`src/rtl/exwb_skid_stage.sv`:
```
// exwb_skid_stage: EX->WB pipeline stage built as a 2-entry skid buffer.
// Valid/ready on both sides, flush, and a write-back data mux on the head entry.
// All state updates happen on the falling edge of clk. The reset is asynchronous
// and active-low.
// Optional feature: define EXWB_STALL_CNT_EN to add a saturating stall counter
// (output stall_cnt).
module exwb_skid_stage #(
  parameter int DATA_W = 32,
  parameter int RD_W   = 6,
  parameter int CTRL_W = 8
) (
  input  logic              clk,
  input  logic              rst_n,
  input  logic              flush,
  input  logic              in_valid,
  output logic              in_ready,
  input  logic [CTRL_W-1:0] in_ctrl,
  input  logic [DATA_W-1:0] in_mem,
  input  logic [DATA_W-1:0] in_alu,
  input  logic [RD_W-1:0]   in_rd,
  output logic              out_valid,
  input  logic              out_ready,
  output logic [CTRL_W-1:0] out_ctrl,
  output logic [DATA_W-1:0] out_mem,
  output logic [DATA_W-1:0] out_alu,
  output logic [RD_W-1:0]   out_rd,
  output logic [DATA_W-1:0] out_wbdata,
  output logic              out_regwe,
  output logic [1:0]        occupancy
`ifdef EXWB_STALL_CNT_EN
  ,
  output logic [15:0]       stall_cnt
`endif
);

  // ctrl bit positions used locally
  localparam int C_MEM2REG = 2;
  localparam int C_REGWRT  = 3;

  typedef struct packed {
    logic [CTRL_W-1:0] ctrl;
    logic [DATA_W-1:0] mem;
    logic [DATA_W-1:0] alu;
    logic [RD_W-1:0]   rd;
  } entry_t;

  entry_t head_q, head_d, skid_q, skid_d, in_ent;
  logic   head_valid_q, head_valid_d;
  logic   skid_valid_q, skid_valid_d;
  logic   push, pop;

  // in_ready comes straight from a flop: the stage is ready whenever the skid slot is free
  assign in_ready  = ~skid_valid_q;
  assign out_valid = head_valid_q;
  assign push      = in_valid & in_ready;
  assign pop       = head_valid_q & out_ready;
  assign in_ent    = '{ctrl: in_ctrl, mem: in_mem, alu: in_alu, rd: in_rd};

  // Next-state of the two slots; the skid slot is only filled behind a stalled head
  always_comb begin
    head_d       = head_q;
    skid_d       = skid_q;
    head_valid_d = head_valid_q;
    skid_valid_d = skid_valid_q;
    if (flush) begin
      head_valid_d = 1'b0;
      skid_valid_d = 1'b0;
    end else if (!head_valid_q) begin
      if (push) begin
        head_d       = in_ent;
        head_valid_d = 1'b1;
      end
    end else if (!skid_valid_q) begin
      if (push && pop) begin
        head_d = in_ent;
      end else if (push) begin
        skid_d       = in_ent;
        skid_valid_d = 1'b1;
      end else if (pop) begin
        head_valid_d = 1'b0;
      end
    end else if (pop) begin
      head_d       = skid_q;
      skid_valid_d = 1'b0;
    end
  end

  // Slot registers, updated on the falling edge
  always_ff @(negedge clk or negedge rst_n) begin
    if (!rst_n) begin
      head_q       <= '0;
      skid_q       <= '0;
      head_valid_q <= 1'b0;
      skid_valid_q <= 1'b0;
    end else begin
      head_q       <= head_d;
      skid_q       <= skid_d;
      head_valid_q <= head_valid_d;
      skid_valid_q <= skid_valid_d;
    end
  end

  assign out_ctrl   = head_q.ctrl;
  assign out_mem    = head_q.mem;
  assign out_alu    = head_q.alu;
  assign out_rd     = head_q.rd;
  assign out_wbdata = head_q.ctrl[C_MEM2REG] ? head_q.mem : head_q.alu;
  assign out_regwe  = head_valid_q & head_q.ctrl[C_REGWRT];
  assign occupancy  = {1'b0, head_valid_q} + {1'b0, skid_valid_q};

`ifdef EXWB_STALL_CNT_EN
  logic [15:0] stall_cnt_q, stall_cnt_d;

  // Count edges where WB holds off a valid head; saturate instead of wrapping
  always_comb begin
    stall_cnt_d = stall_cnt_q;
    if (head_valid_q && !out_ready && stall_cnt_q != 16'hFFFF)
      stall_cnt_d = stall_cnt_q + 16'd1;
  end

  // Counter register; flush deliberately leaves it alone
  always_ff @(negedge clk or negedge rst_n) begin
    if (!rst_n) stall_cnt_q <= '0;
    else        stall_cnt_q <= stall_cnt_d;
  end

  assign stall_cnt = stall_cnt_q;
`endif

endmodule

```
`config.mk`:
```
export PLATFORM = sky130hd
export DESIGN_NAME = exwb_skid_stage
export DESIGN_NICKNAME = d
export VERILOG_FILES = /design/src/rtl/exwb_skid_stage.sv
export SDC_FILE = /design/constraint.sdc
export NUM_CORES = 1
export LEC_CHECK = 0
export CAP_MARGIN = 30
export CORE_ASPECT_RATIO = 1.1
export CORE_MARGIN = 2
export CORE_UTILIZATION = 33
export DETAILED_ROUTE_END_ITERATION = 8
export HOLD_SLACK_MARGIN = 0.05
export PLACE_DENSITY = 0.63
export SLEW_MARGIN = 25
export SYNTH_ARGS = -nofsm -noshare
export SYNTH_HDL_FRONTEND = slang
export SYNTH_SLANG_ARGS = --single-unit
```
`constraint.sdc`:
```
create_clock -name clk -period 3.6 [get_ports clk]
set_clock_uncertainty 0.05 [all_clocks]
set_input_delay 0.72 -clock clk [delete_from_list [all_inputs] [get_ports clk]]
set_output_delay 0.72 -clock clk [all_outputs]
set_load 0.02 [all_outputs]
```
## Word-level counts from Yosys, hierarchy flattened

Cells that the tools add are included.

| storage, ports and cells | value |
|---|---|
| input port bits | 83 |
| logic and storage cells | 41 |
| output and inout bits | 115 |
| flip-flop bits (word level) | 158 |

| cells by class | value |
|---|---|
| bitwise gates (word level) | 6 |
| reductions and logical operators | 5 |
| equality and inequality tests | 2 |
| mux-type cells | 17 |
| $add $sub $neg | 1 |

Operator list:

| cell | count |
|---|---|
| 2-to-1 mux 78 bit | 5 |
| 2-to-1 mux 32 bit | 1 |
| 2-to-1 mux 1 bit | 11 |
| AND reduction 5 bit | 1 |
| AND reduction 4 bit | 1 |
| nonzero test 2 bit | 2 |
| AND 1 bit | 3 |
| != test 3 x 1 -> 1 bit (second input constant) | 1 |
| != test 3 x 2 -> 1 bit (second input constant) | 1 |
| NOT 1 bit | 3 |
| adder 1 x 1 -> 2 bit | 1 |
| logical AND 1 bit | 1 |

## Longest topological paths before layout

| depth | value |
|---|---|
| word-level depth | 7 |
| gate-level depth with buffers | 7 |
| gate-level depth less buffers | 5 |

==> reports/results.txt <==
die height: 159.1 µm
setup_tns: -18480 ps
clock net sink count: 158
Power Dens Cells: 648.9 nW/µm²
Yosys warnings: 0
post-synthesis sequential area ratio: 54.78%
ANT cells: 0
Net Count, Synth: 554
area delta synth->final: 61.12%
starting density of the core: 33.78%
CP max stage delay: 430 ps
CP Cell Sequence: buf_6 > buf_12 > mux2_4 > buf_2
largest net degree at the start of global routing: 41
Psw: 0.002245 W
routed len/inst: 17.90 µm
number of synthesized flops with an enable pin: 0
Max IR drop VDD: 317.7 µV
top_reg_cell synth: dfrtn_1
Detailed Place HPWL: 13080 µm
clock network power share: 26.2%
Worst Setup Start Kind: flip-flop
row count: 56
HP Class: reg2reg
share of cells above drive strength 1: 68.85%
CTS root buffer: clkbuf_16
failing checks: setup timing
Worst-Skew Late Latency: 390 ps
WS Path Type: reg2out
Register Area: 3954 µm²
Slew @ Worst Pin: 631.3 ps
asr flop ratio synth: 100.0%
max-cap violation count: 0
initial antenna violation count: 0
vias after detailed routing: 5021
Pint: 0.005301 W
combinational share of power: 38.3%
crit path from: out_ctrl[2]
Post-Synthesis Mean Instance Area: 15.39 µm²
Worst Hold Launch: skid_q[9]
Post-Syn Area: 7218 µm²
routability congestion estimate: 0.7601
Detailed Route Iter0 Violations: 138
vias in the first global route: 5592
Final Hold Vio Count: 0
CP endpoint kind: output pin
RR Startpoint: skid_valid_q
crit path DAT: 3370 ps
fillers: 1742
Sequential Power Share: 35.5%
Multi-input gate area: 3442 µm²
Rel. slew slack: 57.91%
cts bufs inserted: 17
CORE AREA: 21370 µm²
Routed Wire Length: 19160 µm
status: finished with violations
H-tree levels: 4
final setup violation count: 62
Distinct cells, synth: 17
first-pass GRT wire length: 31190 µm
Final Slew Violations: 0
slowest CP cell: dfrtn_1
slack of the worst reg-to-reg path: 1150 ps
Nets: 852
Leak: 5.338 nW
via/cell ratio: 4.693
clk slew on worst S/H paths: 50 ps
# DRC: 0
RSZ-0062 raised after global routing: yes
CTS tree: done
die area: 23070 µm²
Net Sw Frac: 29.75%
buffers added on ports: 197
CTS Buffer Depth: 2
TritonRoute pass-1 iters: 4
Synth Instances: 469
Critical Path RT: 2830 ps
Post-Layout Cell Count: 1070
Core Util, Final: 54.42%
die width: 145.0 µm
ANT nets after route: 0
flops & latches, synth: 158
Final Worst Setup Slack: -540.7 ps
global route overflow: 0
Critical Path Fanout Max: 9
io pins: 198
placed insts: 1008
Total GRT Usage: 16.95%
==> cells by family (layout without fill, tap and decap cells) <==
kind of cell / after synthesis / count (layout) / synth area share (%)
flops: 158 / 158 / 54.78
mux: 266 / 266 / 41.50
fa+ha+maj: 2 / 2 / 0.3466
buf+inv: 31 / 342 / 2.323
compound gates: 6 / 6 / 0.5719
simple gates: 6 / 6 / 0.4854
==> per-stage QoR <==
step / instance area (µm²) / hold slack (ps) / setup WS (ps) / total power [W]
2_1_floorplan: 7645 / 385.7 / -177.0 / 0.004053
3_3_place_gp: 10530 / 392.9 / -694.5 / 0.005283
3_5_place_dp: 10530 / 399.9 / -737.2 / 0.005365
4_1_cts: 11380 / 400.2 / -614.8 / 0.007479
5_1_grt: 11630 / 406.0 / -599.7 / 0.007903
6_report: 11630 / 397.3 / -540.7 / 0.007546
==> synthesized netlist by cell type (2+ instances only) <==
cell      instances  area share [%]
a21oi_1           3            0.21
buf_2            14            0.97
buf_6             4            0.62
clkbuf_1          9            0.47
dfrtn_1         158              55
ha_1              2            0.35
inv_1             3            0.16
mux2_2          266              41
nand2b_1          2            0.17
==> per-layer routing <==
metal  up-vias  wire length (µm)  GRT usage [%]  share of wire, %
met4         0               234          4.410               1.2
met2       122              9810          28.87                51
li1       2291                 -              -                 -
met3        17               966          4.670               5.0
met1      2591              8145          21.33                43
met5         -                 0              0                 0
==> critical path, delay by kind of cell, from the launching register on <==
| family | cells | cell delay, ps |
|---|---|---|
| mux | 1 | 300 |
| flops | 1 | 430 |
| buf+inv | 3 | 440 |
==> power groups by stage <==
stage | logic (W) | clock network [W] | registers (W)
floorplan | 0.00119 | 0 | 0.00286
detailed placement | 0.00269 | 0 | 0.00268
global route | 0.00304 | 0.00212 | 0.00274
finish | 0.00289 | 0.00198 | 0.00268
global placement | 0.00264 | 0 | 0.00265
CTS | 0.00279 | 0.00203 | 0.00266
==> placed cells by master, fill, tap and decap left out, drive strengths merged, types with 2 or more instances in the layout <==
master         Yosys  layout
clkinv             0       3
dfrtn            158     158
inv                3       9
a21oi              3       3
ha                 2       2
nand2b             2       2
mux2             266     266
bufinv             0       4
buf               19     229
clkdlybuf4s50      0      78
clkbuf             9      19
==> area by class of cell <==
cell class,instances,share of cell area [%]
tap,290,3.120
timing repair buffer,307,27.60
clock buffer,19,3.895
multi-input combinational,280,29.60
inverter,3,0.09683
sequential,158,34.00
clock inverter,13,1.700
==> path summary, 6_finish.rpt <==
kind | to | depth (start not counted)
worst min register to register | skid_q[9] | 1
worst min-delay path | skid_q[9] | 1
max in group asynchronous | skid_q[33] | 2
min in group asynchronous | skid_q[27] | 1
worst max-delay path | out_wbdata[22] | 4
worst max register to register | out_mem[6] | 7
==> sequential cells by signal, indices dropped and copies added (netlist names) <==
signal,flops
out_rd,6
skid_valid_q,1
out_valid,1
out_mem,32
skid_q,78
out_ctrl,8
out_alu,32
==> what timing repair did <==
action,4_1_cts,5_1_grt
hold endpoints to repair,0,0
cloned,4,0
gates resized for setup,638,64
pin swaps,2,0
buffers inserted,17,15
hold buffers,0,0
setup endpoints to repair,271,108
Power figures use the tool's default switching activity.
